**src/rtl/spi_flash_responder.sv**
```systemverilog
// SPI flash responder: serves READ (0x03) from a loadable byte store, oversampling SPI on clk.
// Define SPI_FAST_READ_EN to also accept FAST READ (0x0B) with an 8-clock DUMMY phase.
module spi_flash_responder #(
    parameter int ADDR_W = 8
) (
    input  logic              clk,
    input  logic              rst_n,
    input  logic              spi_clk,
    input  logic              spi_cs,
    input  logic              spi_mosi,
    output logic              spi_miso,
    output logic              spi_miso_oe,
    input  logic              load_en,
    input  logic [ADDR_W-1:0] load_addr,
    input  logic [7:0]        load_data,
    output logic              busy
);
    // state  | meaning
    // IDLE   | CS high, no transaction
    // CMD    | shifting in 8 command bits
    // ADDR   | shifting in 24 address bits
    // DUMMY  | fast read only: 8 don't-care clocks, MISO undriven
    // DATA   | serving store bytes on MISO
    // IGNORE | unsupported command, wait for CS high
    typedef enum logic [2:0] {
        IDLE   = 3'd0,
        CMD    = 3'd1,
        ADDR   = 3'd2,
`ifdef SPI_FAST_READ_EN
        DUMMY  = 3'd3,
`endif
        DATA   = 3'd4,
        IGNORE = 3'd5
    } state_t;

    state_t      state, state_n;
    logic [1:0]  sck_sync, cs_sync, mosi_sync;
    logic        sck_s, cs_s;
    logic        sck_d, mosi_d, sck_rise, sck_fall;
    logic [4:0]  cnt;
    logic [6:0]  cmd_sr;
    logic [7:0]  cmd_next;
    logic [23:0] addr;
    logic [7:0]  shift_reg;
    logic [7:0]  fetch_byte;
    logic [7:0]  mem [0:(1<<ADDR_W)-1];
    logic        unused_addr_bits;
`ifdef SPI_FAST_READ_EN
    logic        is_fast;
`endif

    assign sck_s            = sck_sync[1];
    assign cs_s             = cs_sync[1];
    assign cmd_next         = {cmd_sr, mosi_d};
    assign fetch_byte       = mem[addr[ADDR_W-1:0]];
    assign busy             = (state != IDLE);
    assign unused_addr_bits = ^addr[23:ADDR_W];

    // Edge pulses are registered so MOSI (also delayed once) lines up with them.
    always_ff @(posedge clk or negedge rst_n) begin
        if (!rst_n) begin
            sck_sync  <= 2'b00;
            cs_sync   <= 2'b11;
            mosi_sync <= 2'b00;
            sck_d     <= 1'b0;
            mosi_d    <= 1'b0;
            sck_rise  <= 1'b0;
            sck_fall  <= 1'b0;
        end else begin
            sck_sync  <= {sck_sync[0], spi_clk};
            cs_sync   <= {cs_sync[0], spi_cs};
            mosi_sync <= {mosi_sync[0], spi_mosi};
            sck_d     <= sck_s;
            mosi_d    <= mosi_sync[1];
            sck_rise  <= sck_s & ~sck_d;
            sck_fall  <= ~sck_s & sck_d;
        end
    end

    always_ff @(posedge clk) begin
        if (load_en)
            mem[load_addr] <= load_data;
    end

    always_ff @(posedge clk or negedge rst_n) begin
        if (!rst_n)
            state <= IDLE;
        else
            state <= state_n;
    end

    always_comb begin
        state_n = state;
        if (cs_s) begin
            state_n = IDLE;
        end else begin
            case (state)
                IDLE: state_n = CMD;
                CMD: begin
                    if (sck_rise && cnt == 5'd7) begin
                        if (cmd_next == 8'h03)
                            state_n = ADDR;
`ifdef SPI_FAST_READ_EN
                        else if (cmd_next == 8'h0B)
                            state_n = ADDR;
`endif
                        else
                            state_n = IGNORE;
                    end
                end
                ADDR: begin
                    if (sck_rise && cnt == 5'd23) begin
`ifdef SPI_FAST_READ_EN
                        state_n = is_fast ? DUMMY : DATA;
`else
                        state_n = DATA;
`endif
                    end
                end
`ifdef SPI_FAST_READ_EN
                DUMMY: begin
                    if (sck_rise && cnt == 5'd7)
                        state_n = DATA;
                end
`endif
                default: state_n = state;
            endcase
        end
    end

    always_ff @(posedge clk or negedge rst_n) begin
        if (!rst_n) begin
            cnt         <= '0;
            cmd_sr      <= '0;
            addr        <= '0;
            shift_reg   <= '0;
            spi_miso    <= 1'b0;
            spi_miso_oe <= 1'b0;
`ifdef SPI_FAST_READ_EN
            is_fast     <= 1'b0;
`endif
        end else if (cs_s) begin
            cnt         <= '0;
            cmd_sr      <= '0;
            addr        <= '0;
            shift_reg   <= '0;
            spi_miso    <= 1'b0;
            spi_miso_oe <= 1'b0;
`ifdef SPI_FAST_READ_EN
            is_fast     <= 1'b0;
`endif
        end else begin
            case (state)
                CMD: begin
                    if (sck_rise) begin
                        cmd_sr <= cmd_next[6:0];
                        cnt    <= (cnt == 5'd7) ? 5'd0 : cnt + 5'd1;
`ifdef SPI_FAST_READ_EN
                        is_fast <= (cmd_next == 8'h0B);
`endif
                    end
                end
                ADDR: begin
                    if (sck_rise) begin
                        addr <= {addr[22:0], mosi_d};
                        cnt  <= (cnt == 5'd23) ? 5'd0 : cnt + 5'd1;
                    end
                end
`ifdef SPI_FAST_READ_EN
                DUMMY: begin
                    if (sck_rise)
                        cnt <= (cnt == 5'd7) ? 5'd0 : cnt + 5'd1;
                end
`endif
                DATA: begin
                    if (sck_rise)
                        cnt <= {2'b00, cnt[2:0] + 3'd1};
                    if (sck_fall) begin
                        spi_miso_oe <= 1'b1;
                        if (cnt[2:0] == 3'd0) begin
                            shift_reg <= fetch_byte;
                            spi_miso  <= fetch_byte[7];
                            addr      <= addr + 24'd1;
                        end else begin
                            shift_reg <= {shift_reg[6:0], 1'b0};
                            spi_miso  <= shift_reg[6];
                        end
                    end
                end
                default: ;
            endcase
        end
    end

endmodule

```
**config.mk**
```make
export PLATFORM = sky130hd
export DESIGN_NAME = spi_flash_responder
export DESIGN_NICKNAME = d
export VERILOG_FILES = /design/src/rtl/spi_flash_responder.sv
export SDC_FILE = /design/constraint.sdc
export NUM_CORES = 2
export LEC_CHECK = 0
export CORE_MARGIN = 5
export CORE_UTILIZATION = 50
export DETAILED_ROUTE_END_ITERATION = 7
export PLACE_DENSITY = 0.72
export SLEW_MARGIN = 10
export SYNTH_ARGS = -nofsm -noshare
export SYNTH_HDL_FRONTEND = slang
export SYNTH_SLANG_ARGS = --single-unit
```
**constraint.sdc**
```tcl
create_clock -name clk -period 6.9 [get_ports clk]
set_input_delay 0.69 -clock clk [delete_from_list [all_inputs] [get_ports clk]]
set_output_delay 0.69 -clock clk [all_outputs]
set_load 0.01 [all_outputs]
```
==> load_flow_metrics.sql <==
INSERT INTO impl_metrics (metric_group, metric, value, unit) VALUES
('outcome', 'status', 'finished, final reports clean', ''),
('synthesis', 'synth.yosys.warnings', '0', ''),
('synthesis', 'synth_top_area_share', '75.7', '%'),
('synthesis', 'post_synth_main_area_contributors', 'sky130_fd_sc_hd__edfxtp_1 76%, sky130_fd_sc_hd__mux4_2 14%, sky130_fd_sc_hd__nor2_1 1.4%, sky130_fd_sc_hd__dfrtp_1 1.2%, sky130_fd_sc_hd__mux2i_1 0.87%', ''),
('sta', 'max_freq', '248', 'MHz'),
('worst_setup_path', 'worstSetupStartpointType', 'flip-flop', ''),
('sta', 'tightestPinTransition', '1.23', 'ns'),
('synthesis', 'synth.distinct_cells', '64', ''),
('power_and_ir_drop', 'max-vdd-ir-drop', '0.000291', 'V'),
('final_layout', 'final_nets', '3936', ''),
('power_and_ir_drop', 'power.leakage', '0.0268', 'uW'),
('final_layout', 'area_growth_syn_to_layout', '10.7', '%'),
('cts', 'cts-buffers-inserted', '196', ''),
('sta', 'fin_tns_setup', '0', 'ns'),
('final_layout', 'largestRegisters', 'mem x2048, addr x8', ''),
('power_and_ir_drop', 'power.share.combinational', '2.1', '%'),
('synthesis', 'leading_cell_type_by_number_of_instances_after_synthesis', 'sky130_fd_sc_hd__edfxtp_1', ''),
('final_layout', 'post_route_cells_drive_above_1_share', '22.1', '%'),
('synthesis', 'synth_async_sr_flop_share', '2.01', '%'),
('final_layout', 'layout.filler_cells', '11900', ''),
('worst_setup_path', 'path_class', 'reg -> reg', ''),
('floorplan', 'die_height', '413', 'um'),
('route', 'drt.antenna.violating_nets', '0', ''),
('worst_setup_path', 'worstReg2RegEnd', 'shift_reg[5]$_DFFE_PN0P_', ''),
('place', 'gpl.final_weighted_congestion', '0.897', ''),
('floorplan', 'chipWidth', '413', 'um'),
('synthesis', 'yosys.area.top_type', 'sky130_fd_sc_hd__edfxtp_1', ''),
('cts', 'cts_h_tree_lvls', '4', ''),
('global_route', 'grt_pass1_vias', '39800', ''),
('route', 'detailedRoute.firstIterationViolations', '5429', ''),
('worst_setup_path', 'worst_r2r_path_depth', '7', ''),
('sta', 'setup_viol', '0', ''),
('worst_setup_path', 'reg2reg_slack', '2.87', 'ns'),
('synthesis', 'ys_dominant_reg_cell', 'sky130_fd_sc_hd__edfxtp_1', ''),
('worst_setup_path', 'startpoint', 'addr[0]$_DFFE_PN0P_', ''),
('floorplan', 'dieArea', '0.171', 'mm2'),
('power_and_ir_drop', 'internal_power', '20100', 'uW'),
('place', 'dp_hpwl', '115000', 'um'),
('worst_setup_path', 'crit_path_end_kind', 'flip-flop', ''),
('power_and_ir_drop', 'share_seq_of_total_power', '55.6', '%'),
('worst_setup_path', 'worst-endpoint-arrival', '4.74', 'ns'),
('worst_setup_path', 'reg2reg_launch_point', 'addr[0]$_DFFE_PN0P_', ''),
('global_route', 'number_of_antenna_violations_at_the_first_check_in_global_routing', '12', ''),
('route', 'viasPerCell', '6.38', ''),
('place', 'placedCellCount', '5887', ''),
('route', 'detailroute.via_count', '39900', ''),
('synthesis', 'netlist_top_cells_count', '2048 x sky130_fd_sc_hd__edfxtp_1, 510 x sky130_fd_sc_hd__mux4_2, 307 x sky130_fd_sc_hd__nor2_1, 142 x sky130_fd_sc_hd__nand2_1, 85 x sky130_fd_sc_hd__clkbuf_1', ''),
('synthesis', 'instance_count_of_the_mapped_netlist', '3850', ''),
('sta', 'final-max-slew-violation-count', '0', ''),
('floorplan', 'initial_core_util', '50.1', '%'),
('sta', 'hold_viol_final', '0', ''),
('synthesis', 'postSynthNetCount', '3875', ''),
('route', 'drc', '0', ''),
('final_layout', 'registers.top_by_ff_count', 'mem', ''),
('worst_setup_path', 'cp_data_required_time', '7.60', 'ns'),
('global_route', 'grt_start_max_net_pins', '203', ''),
('floorplan', 'floorplan.io_pins', '25', ''),
('synthesis', 'netlist_area', '0.0813', 'mm2'),
('final_layout', 'number_of_flip_flops_in_the_largest_register', '2048', ''),
('floorplan', 'placement_rows', '148', ''),
('power_and_ir_drop', 'clock_power_share', '42.3', '%'),
('sta', 'max-slew-margin-rel', '18.0', '%'),
('sta', 'clock-skew-final', '0.0401', 'ns'),
('worst_setup_path', 'crit_path_end', 'shift_reg[5]$_DFFE_PN0P_', ''),
('synthesis', 'postSynthRegisterBits', '2090', ''),
('sta', 'grt_setup_unrepaired', 'no', ''),
('sta', 'period_minus_slack', '4.03', 'ns'),
('hold_path', 'holdCritPathClass', 'in -> reg', ''),
('global_route', 'grt_first_pass_wirelength', '283000', 'um'),
('global_route', 'grt_overflow', '0', ''),
('power_and_ir_drop', 'netSwitchingFraction', '20.1', '%');
-- through the flow --
step	utilization, %	setup slack (ns)	instance area (um2)	total power, uW
after floorplan	-	4.39	81300	14500
after global placement	51.5	2.52	83600	14800
after detailed placement	51.5	2.40	83600	14800
after CTS	55.5	2.81	90000	25300
after global routing	55.5	2.64	90000	25900
final	55.5	2.87	90000	25200
-- layer usage --
| metal | wire length (um) | GRT usage, % | share of wire [%] | vias to the layer above |
|---|---|---|---|---|
| met2 | 92200 | 35.3 | 47 | 2383 |
| met3 | 21100 | 5.93 | 11 | 396 |
| met4 | 7590 | 8.23 | 3.9 | 8 |
| met1 | 73800 | 32.5 | 38 | 20900 |
| met5 | 51 | 0 | 0.026 | - |
| li1 | - | - | - | 16200 |
-- layout make-up --
cell class	instances	area (um2)	area share (%)
well taps	2175	2720	3.02
repair buffers	95	988	1.10
diodes	4	10.0	0.0111
clock buffers	238	5140	5.71
flip-flops and latches	2090	62600	69.5
inverters	10	40.0	0.0445
multi-input cells	1518	17300	19.2
clock inverters	119	1200	1.34
-- what timing repair did --
item | CTS | global route
setup buffers | 0 | 0
resized for setup | 0 | 0
endpoints found under the hold margin | 40 | 0
hold buffers | 1 | 0
-- worst min-delay path by stage --
stage	slack, ns	depth (start not counted)	end
2_1_floorplan	0.33	0	mosi_d$_DFF_PN0_
3_3_place_gp	0.33	0	mosi_d$_DFF_PN0_
3_5_place_dp	0.34	0	sck_sync[1]$_DFF_PN0_
4_1_cts	0.20	1	cs_sync[0]$_DFF_PN1_
5_1_grt	0.22	1	cs_sync[0]$_DFF_PN1_
6_report	0.26	1	cs_sync[0]$_DFF_PN1_
-- cells in the final DEF, fill, tap and decap left out, drive strengths merged, types with 5 or more instances in the layout --
cell	instances
a31oi	20
a211oi	12
o31ai	7
a22oi	38
a221oi	23
a311oi	5
buf	71
nor2b	21
clkinv	89
o22a	6
a22o	27
nor3	16
o31a	6
a21oi	59
o22ai	63
o221ai	20
a2111oi	7
bufinv	18
clkbuf	246
nand4	9
mux2	10
nand2b	11
o21ai	24
clkinvlp	5
or3	6
nand3	43
mux2i	71
edfxtp	2048
o211ai	6
o2111ai	7
dfrtp	40
clkdlybuf4s50	15
nor2	307
inv	17
mux4	511
nand2	142
-- critical path, cell delays in order (launching register included) --
cell and delay [ns]:
sky130_fd_sc_hd__dfrtp_4 0.96, sky130_fd_sc_hd__buf_12 0.54, sky130_fd_sc_hd__mux4_2 0.59, sky130_fd_sc_hd__a22o_1 0.24, sky130_fd_sc_hd__a221oi_1 0.49, sky130_fd_sc_hd__o22ai_1 0.31, sky130_fd_sc_hd__a2111oi_2 0.52, sky130_fd_sc_hd__o31ai_1 0.11
-- cells by family after synthesis --
kind of cell | count (synthesis) | synth area share (%)
flip-flops | 2090 | 77.0
AO/OA/AOI/OAI | 345 | 3.02
XOR/XNOR | 1 | 0.0108
AND/OR/NAND/NOR | 577 | 3.00
adder cells (fa/ha/maj) | 3 | 0.0462
buffers and inverters | 242 | 1.80
multiplexers | 592 | 15.2
-- power groups by stage --
| stage | clock network, uW | registers [uW] | logic (uW) |
|---|---|---|---|
| floorplan | 0 | 14200 | 211 |
| global placement | 0 | 14300 | 510 |
| detailed placement | 0 | 14300 | 527 |
| CTS | 10700 | 14000 | 527 |
| global route | 11300 | 14000 | 557 |
| finish | 10600 | 14000 | 529 |
Power figures use the tool's default switching activity.
